### src/rtl/sr_bank.sv
// sr_bank: bank of CH registered SR state bits with a global force-clear,
// selectable S=R=1 resolution and a handshaked one-channel-per-cycle init sweep.
//
// Parameters:
//   CH   - number of channels (1..32)
//   PRIO - S=R=1 resolution: 0 reset-dominant, 1 set-dominant, 2 hold, 3 toggle
//
// Ports:
//   clk      - system clock, rising edge
//   rst      - asynchronous active-high reset
//   s, r     - per-channel set / reset requests
//   is0      - synchronous global force-clear (aborts any sweep)
//   init_req - starts an init sweep, honoured only in IDLE
//   q        - registered channel state
//   qn       - combinational ~q
//   busy     - high while the sweep is running
//   done     - one-cycle pulse when the sweep completes
//   conflict - (SR_BANK_CONFLICT_FLAG_EN only) sticky per-channel S=R=1 flag
//
// Optional feature macro: SR_BANK_CONFLICT_FLAG_EN

module sr_bank #(
    parameter int unsigned CH   = 8,
    parameter int unsigned PRIO = 0
) (
    input  logic          clk,
    input  logic          rst,
    input  logic [CH-1:0] s,
    input  logic [CH-1:0] r,
    input  logic          is0,
    input  logic          init_req,
    output logic [CH-1:0] q,
    output logic [CH-1:0] qn,
    output logic          busy,
    output logic          done
`ifdef SR_BANK_CONFLICT_FLAG_EN
    ,
    output logic [CH-1:0] conflict
`endif
);

    localparam int unsigned IW = (CH > 1) ? $clog2(CH) : 1;
    localparam logic [IW-1:0] LastIdx = IW'(CH - 1);

    typedef enum logic [1:0] {
        StIdle,
        StSweep,
        StDone
    } state_e;

    state_e        state_q, state_d;
    logic [IW-1:0] idx_q, idx_d;
    logic [CH-1:0] q_d;
    logic          busy_d;
    logic          done_d;
    logic [CH-1:0] swept;

    function automatic logic sr_resolve(input logic cur, input logic set, input logic clr);
        logic nxt;
        case ({set, clr})
            2'b10:   nxt = 1'b1;
            2'b01:   nxt = 1'b0;
            2'b11: begin
                case (PRIO)
                    0:       nxt = 1'b0;
                    1:       nxt = 1'b1;
                    2:       nxt = cur;
                    default: nxt = ~cur;
                endcase
            end
            default: nxt = cur;
        endcase
        return nxt;
    endfunction

    // Channels at or below the sweep index are forced to 0 and ignore s/r.
    always_comb begin
        swept = '0;
        for (int i = 0; i < int'(CH); i++) begin
            swept[i] = (state_q == StSweep) && (IW'(i) <= idx_q);
        end
    end

    always_comb begin
        state_d = state_q;
        idx_d   = idx_q;
        q_d     = q;
        if (is0) begin
            q_d     = '0;
            state_d = StIdle;
            idx_d   = '0;
        end else begin
            for (int i = 0; i < int'(CH); i++) begin
                q_d[i] = swept[i] ? 1'b0 : sr_resolve(q[i], s[i], r[i]);
            end
            case (state_q)
                StIdle: begin
                    if (init_req) begin
                        state_d = StSweep;
                        idx_d   = '0;
                    end
                end
                StSweep: begin
                    if (idx_q == LastIdx) begin
                        state_d = StDone;
                        idx_d   = '0;
                    end else begin
                        idx_d = idx_q + 1'b1;
                    end
                end
                StDone:  state_d = StIdle;
                default: state_d = StIdle;
            endcase
        end
        busy_d = (state_d == StSweep);
        done_d = (state_d == StDone);
    end

    always_ff @(posedge clk or posedge rst) begin
        if (rst) begin
            state_q <= StIdle;
            idx_q   <= '0;
            q       <= '0;
            busy    <= 1'b0;
            done    <= 1'b0;
        end else begin
            state_q <= state_d;
            idx_q   <= idx_d;
            q       <= q_d;
            busy    <= busy_d;
            done    <= done_d;
        end
    end

    assign qn = ~q;

`ifdef SR_BANK_CONFLICT_FLAG_EN
    logic [CH-1:0] conflict_d;

    // Clears (is0, sweep) win over a set; a set wins over hold.
    always_comb begin
        conflict_d = conflict;
        if (is0) begin
            conflict_d = '0;
        end else begin
            for (int i = 0; i < int'(CH); i++) begin
                if (swept[i]) begin
                    conflict_d[i] = 1'b0;
                end else if (s[i] && r[i]) begin
                    conflict_d[i] = 1'b1;
                end
            end
        end
    end

    always_ff @(posedge clk or posedge rst) begin
        if (rst) begin
            conflict <= '0;
        end else begin
            conflict <= conflict_d;
        end
    end
`endif

endmodule

### config.mk
export PLATFORM = sky130hd
export DESIGN_NAME = sr_bank
export DESIGN_NICKNAME = d
export VERILOG_FILES = /design/src/rtl/sr_bank.sv
export SDC_FILE = /design/constraint.sdc
export NUM_CORES = 1
export LEC_CHECK = 0
export CAP_MARGIN = 0
export CORE_UTILIZATION = 40
export DETAILED_ROUTE_END_ITERATION = 8
export DONT_BUFFER_PORTS = 1
export GPL_TIMING_DRIVEN = 0
export PLACE_DENSITY_LB_ADDON = 0.1
export SYNTH_ARGS = -nofsm -noshare
export SYNTH_HDL_FRONTEND = slang
export SYNTH_SLANG_ARGS = --single-unit
### constraint.sdc
create_clock -name clk -period 1.6 [get_ports clk]
set_input_delay 0.48 -clock clk [delete_from_list [all_inputs] [get_ports clk]]
set_output_delay 0.48 -clock clk [all_outputs]
set_load 0.02 [all_outputs]
==> impl_metrics.yaml <==
global_route:
  globalRouteOverflowTotal: 0
  grt_start_max_net_pins: 16
  grt_pass1_vias: 483
  grt_usage: 0.1392
  antenna_found_initial: 0
  grt_pass1_wl_mm: 2.049
die:
  rows: 15
  core-area_mm2: 0.001764
  die_area_mm2: 0.002113
  start_util: 0.4383
  fp.dieH_um: 45.97
  ios: 38
  fp.dieW_um: 45.97
routing:
  initialDrtViolationCount: 7
  dr.pass1.iters: 3
  wl_mm: 1.336
  vias: 518
  route.detailed.vias_per_inst: 5.232
  ant_nets: 0
  drc: 0
  wl_per_cell_um: 13.49
cells_and_area:
  nets: 98
  final_util: 0.4851
  layout-area-overhead-vs-synth_pct: 10.68
  diodes: 0
  drive_gt1_frac: 0.2297
  n_fill_cell: 173
power_and_ir_drop:
  power_frac_seq: 0.570
  power.density_mw_per_mm2: 866.7
  intPower_w: 0.0005274
  combPwrFrac: 0.129
  switchingPower_w: 0.0002143
  p_leak_nw: 0.3680
  max-vdd-ir-drop_v: 0.0004346
  p_sw_frac: 0.2890
  power_w: 0.0007417
  pwr-share-clk: 0.301
synthesis:
  synth_area_leader_cell: "dfrtp_1"
  syn_inst: 67
  synth_cell_types: 23
  netlist_area_um2: 773.2
  yosysWarnings: 0
  synthTopCellsByArea: "dfrtp_1 (49%), a2111oi_4 (11%), inv_1 (5.8%)"
  syn_nets: 90
  ys_ff_latch: 15
  synth_top_area_frac: 0.4854
  ys_seq_area_frac: 0.4854
  avgSynthCellArea_um2: 11.54
placement:
  dp_hpwl_um: 991.9
  gp_congestion: 0.7484
  io_buffers: 0
  dp_slack_ns: -0.01242
clocking:
  cts_sinks: 15
  cts_buffers: 3
  cts_max_level: 1
  clock_path_buffers: 2
  ctsHoldBuffers: 0
  cts_tree: "built"
  root_buffer: "clkbuf_4"
  path_clk_slew_ns: 0.10
  clk_latency_ns: 0.28
timing:
  finalSetupViolCount: 0
  max_freq_mhz: 688.5
  hold_violations: 0
  drv_slew: 0
  fin_setup_tns_ns: 0
  rsz0062_at_grt: "false"
  slew_headroom: 0.6191
  fin_crit_ns: 1.452
  post-route-period-util: 0.9077
  clock_skew_ns: 0.005438
  layout_setup_ws_ns: 0.1476
  worstMarginPinSlew_ns: 0.5708
worst_setup_path:
  path_delay_family: "flip-flops"
  crit_slowest_cell: "dfrtp_2"
  setup.worst_path.class: "reg -> reg"
  crit_path_end_kind: "register"
  path_cells: "inv_1 > ha_1 > or3_4 > a2111oi_2"
  arrival_ns: 1.63
  crit_fanout: 7
  required_ns: 1.78
  start_kind: "register"
  critPathMaxStageDelay_ns: 0.43
  worstPathBufferInverterCount: 1
min_path:
  min_path_type: "in -> async"
flow_run:
  drv_cap: 0
outcome:
  status: "complete, no violations"
## cells in the mapped netlist
cell type and count:
a2111oi_0 1, a2111oi_2 2, a2111oi_4 3, a211oi_1 1, a21o_4 1, a21oi_1 1, a22oi_1 1, a311oi_1 1
a32oi_1 1, and2_4 1, buf_1 1, buf_6 1, dfrtp_1 15, ha_1 3, inv_1 12, mux2i_1 1
nand2_1 2, nor2_1 11, nor2b_1 1, nor3_1 2, nor4b_1 1, o21bai_1 3, or3_4 1
## state kept, by name (all words and copies together) (netlist names)
register	cells
idx_q	3
busy	1
state_q	2
q	8
done	1
## area by class of cell
class	count	area [um^2]	share of cell area
tap	25	31.28	0.03655
sequential	15	377.9	0.4415
timing repair buffer	3	22.52	0.02632
multi-input combinational	38	337.8	0.3947
clock buffer	4	26.28	0.03070
buffer	2	15.01	0.01754
inverter	12	45.04	0.05263
## final timing paths
path | startpoint | endpoint | slack [ns] | depth (start not counted)
hold / removal | rst | done | 0.12 | 1
setup reg to reg | idx_q[1] | q[4] | 0.15 | 4
min in group clk | r[2] | q[2] | 0.24 | 1
max in group asynchronous | rst | idx_q[1] | 1.07 | 1
setup / recovery | idx_q[1] | q[4] | 0.15 | 4
hold reg to reg | idx_q[0] | q[3] | 0.54 | 1
## per-stage QoR
step           instance area, um^2  hold slack (ns)  instances
2_1_floorplan                773.2           0.3815         67
3_3_place_gp                 804.5           0.4642         92
3_5_place_dp                 804.5           0.4719         92
4_1_cts                      832.0           0.1535         96
5_1_grt                      855.8           0.1761         99
6_report                     855.8           0.1236         99
## power groups by stage
stage	Clock, W	Combinational (W)	Sequential, W
floorplan	0	0.0000817	0.000428
global placement	0	0.0000932	0.000431
detailed placement	0	0.0000939	0.000431
CTS	0.000226	0.0000938	0.000424
global route	0.000237	0.000106	0.000426
finish	0.000223	0.0000957	0.000423
## kinds of logic (layout without fill, tap and decap cells)
family          count (synthesis)  after routing  share of synthesized area
fa+ha+maj                       3              3                    0.04855
flops                          15             15                     0.4854
mux                             1              1                    0.01295
simple gates                   19             19                     0.1214
buf+inv                        14             21                    0.07766
compound gates                 15             15                     0.2540
## cell usage in the layout, fill, tap and decap left out, types with 2 or more instances in the layout
master,synthesis,routed
inv_1,12,12
nor3_1,2,2
a2111oi_4,3,3
dfrtp_2,0,2
buf_4,0,3
nor2_1,11,11
nand2_1,2,2
a2111oi_2,2,2
dfrtp_1,15,13
ha_1,3,3
clkbuf_4,0,3
o21bai_1,3,3
## worst register-to-register path, delay by kind of cell (launching register included)
family                   cells  cell delay [ns]
flip-flops                   1             0.43
AO/OA/AOI/OAI                1             0.34
AND/OR/NAND/NOR              1             0.33
adder cells (fa/ha/maj)      1             0.17
buffers and inverters        1             0.07
## layer usage
layer,global-route usage,wire [um]
met5,0,0
met4,0.07059,36
met3,0.03571,72
met2,0.2169,621
met1,0.1760,606
## timing repair
item / CTS / global route
gates resized for setup: 1 / 1
pin swaps: 0 / 0
gates cloned: 0 / 0
endpoints found under the setup margin: 1 / 1
buffers inserted: 0 / 3
hold endpoints to repair: 0 / 0
No activity file was read; power rests on OpenSTA's default activity.
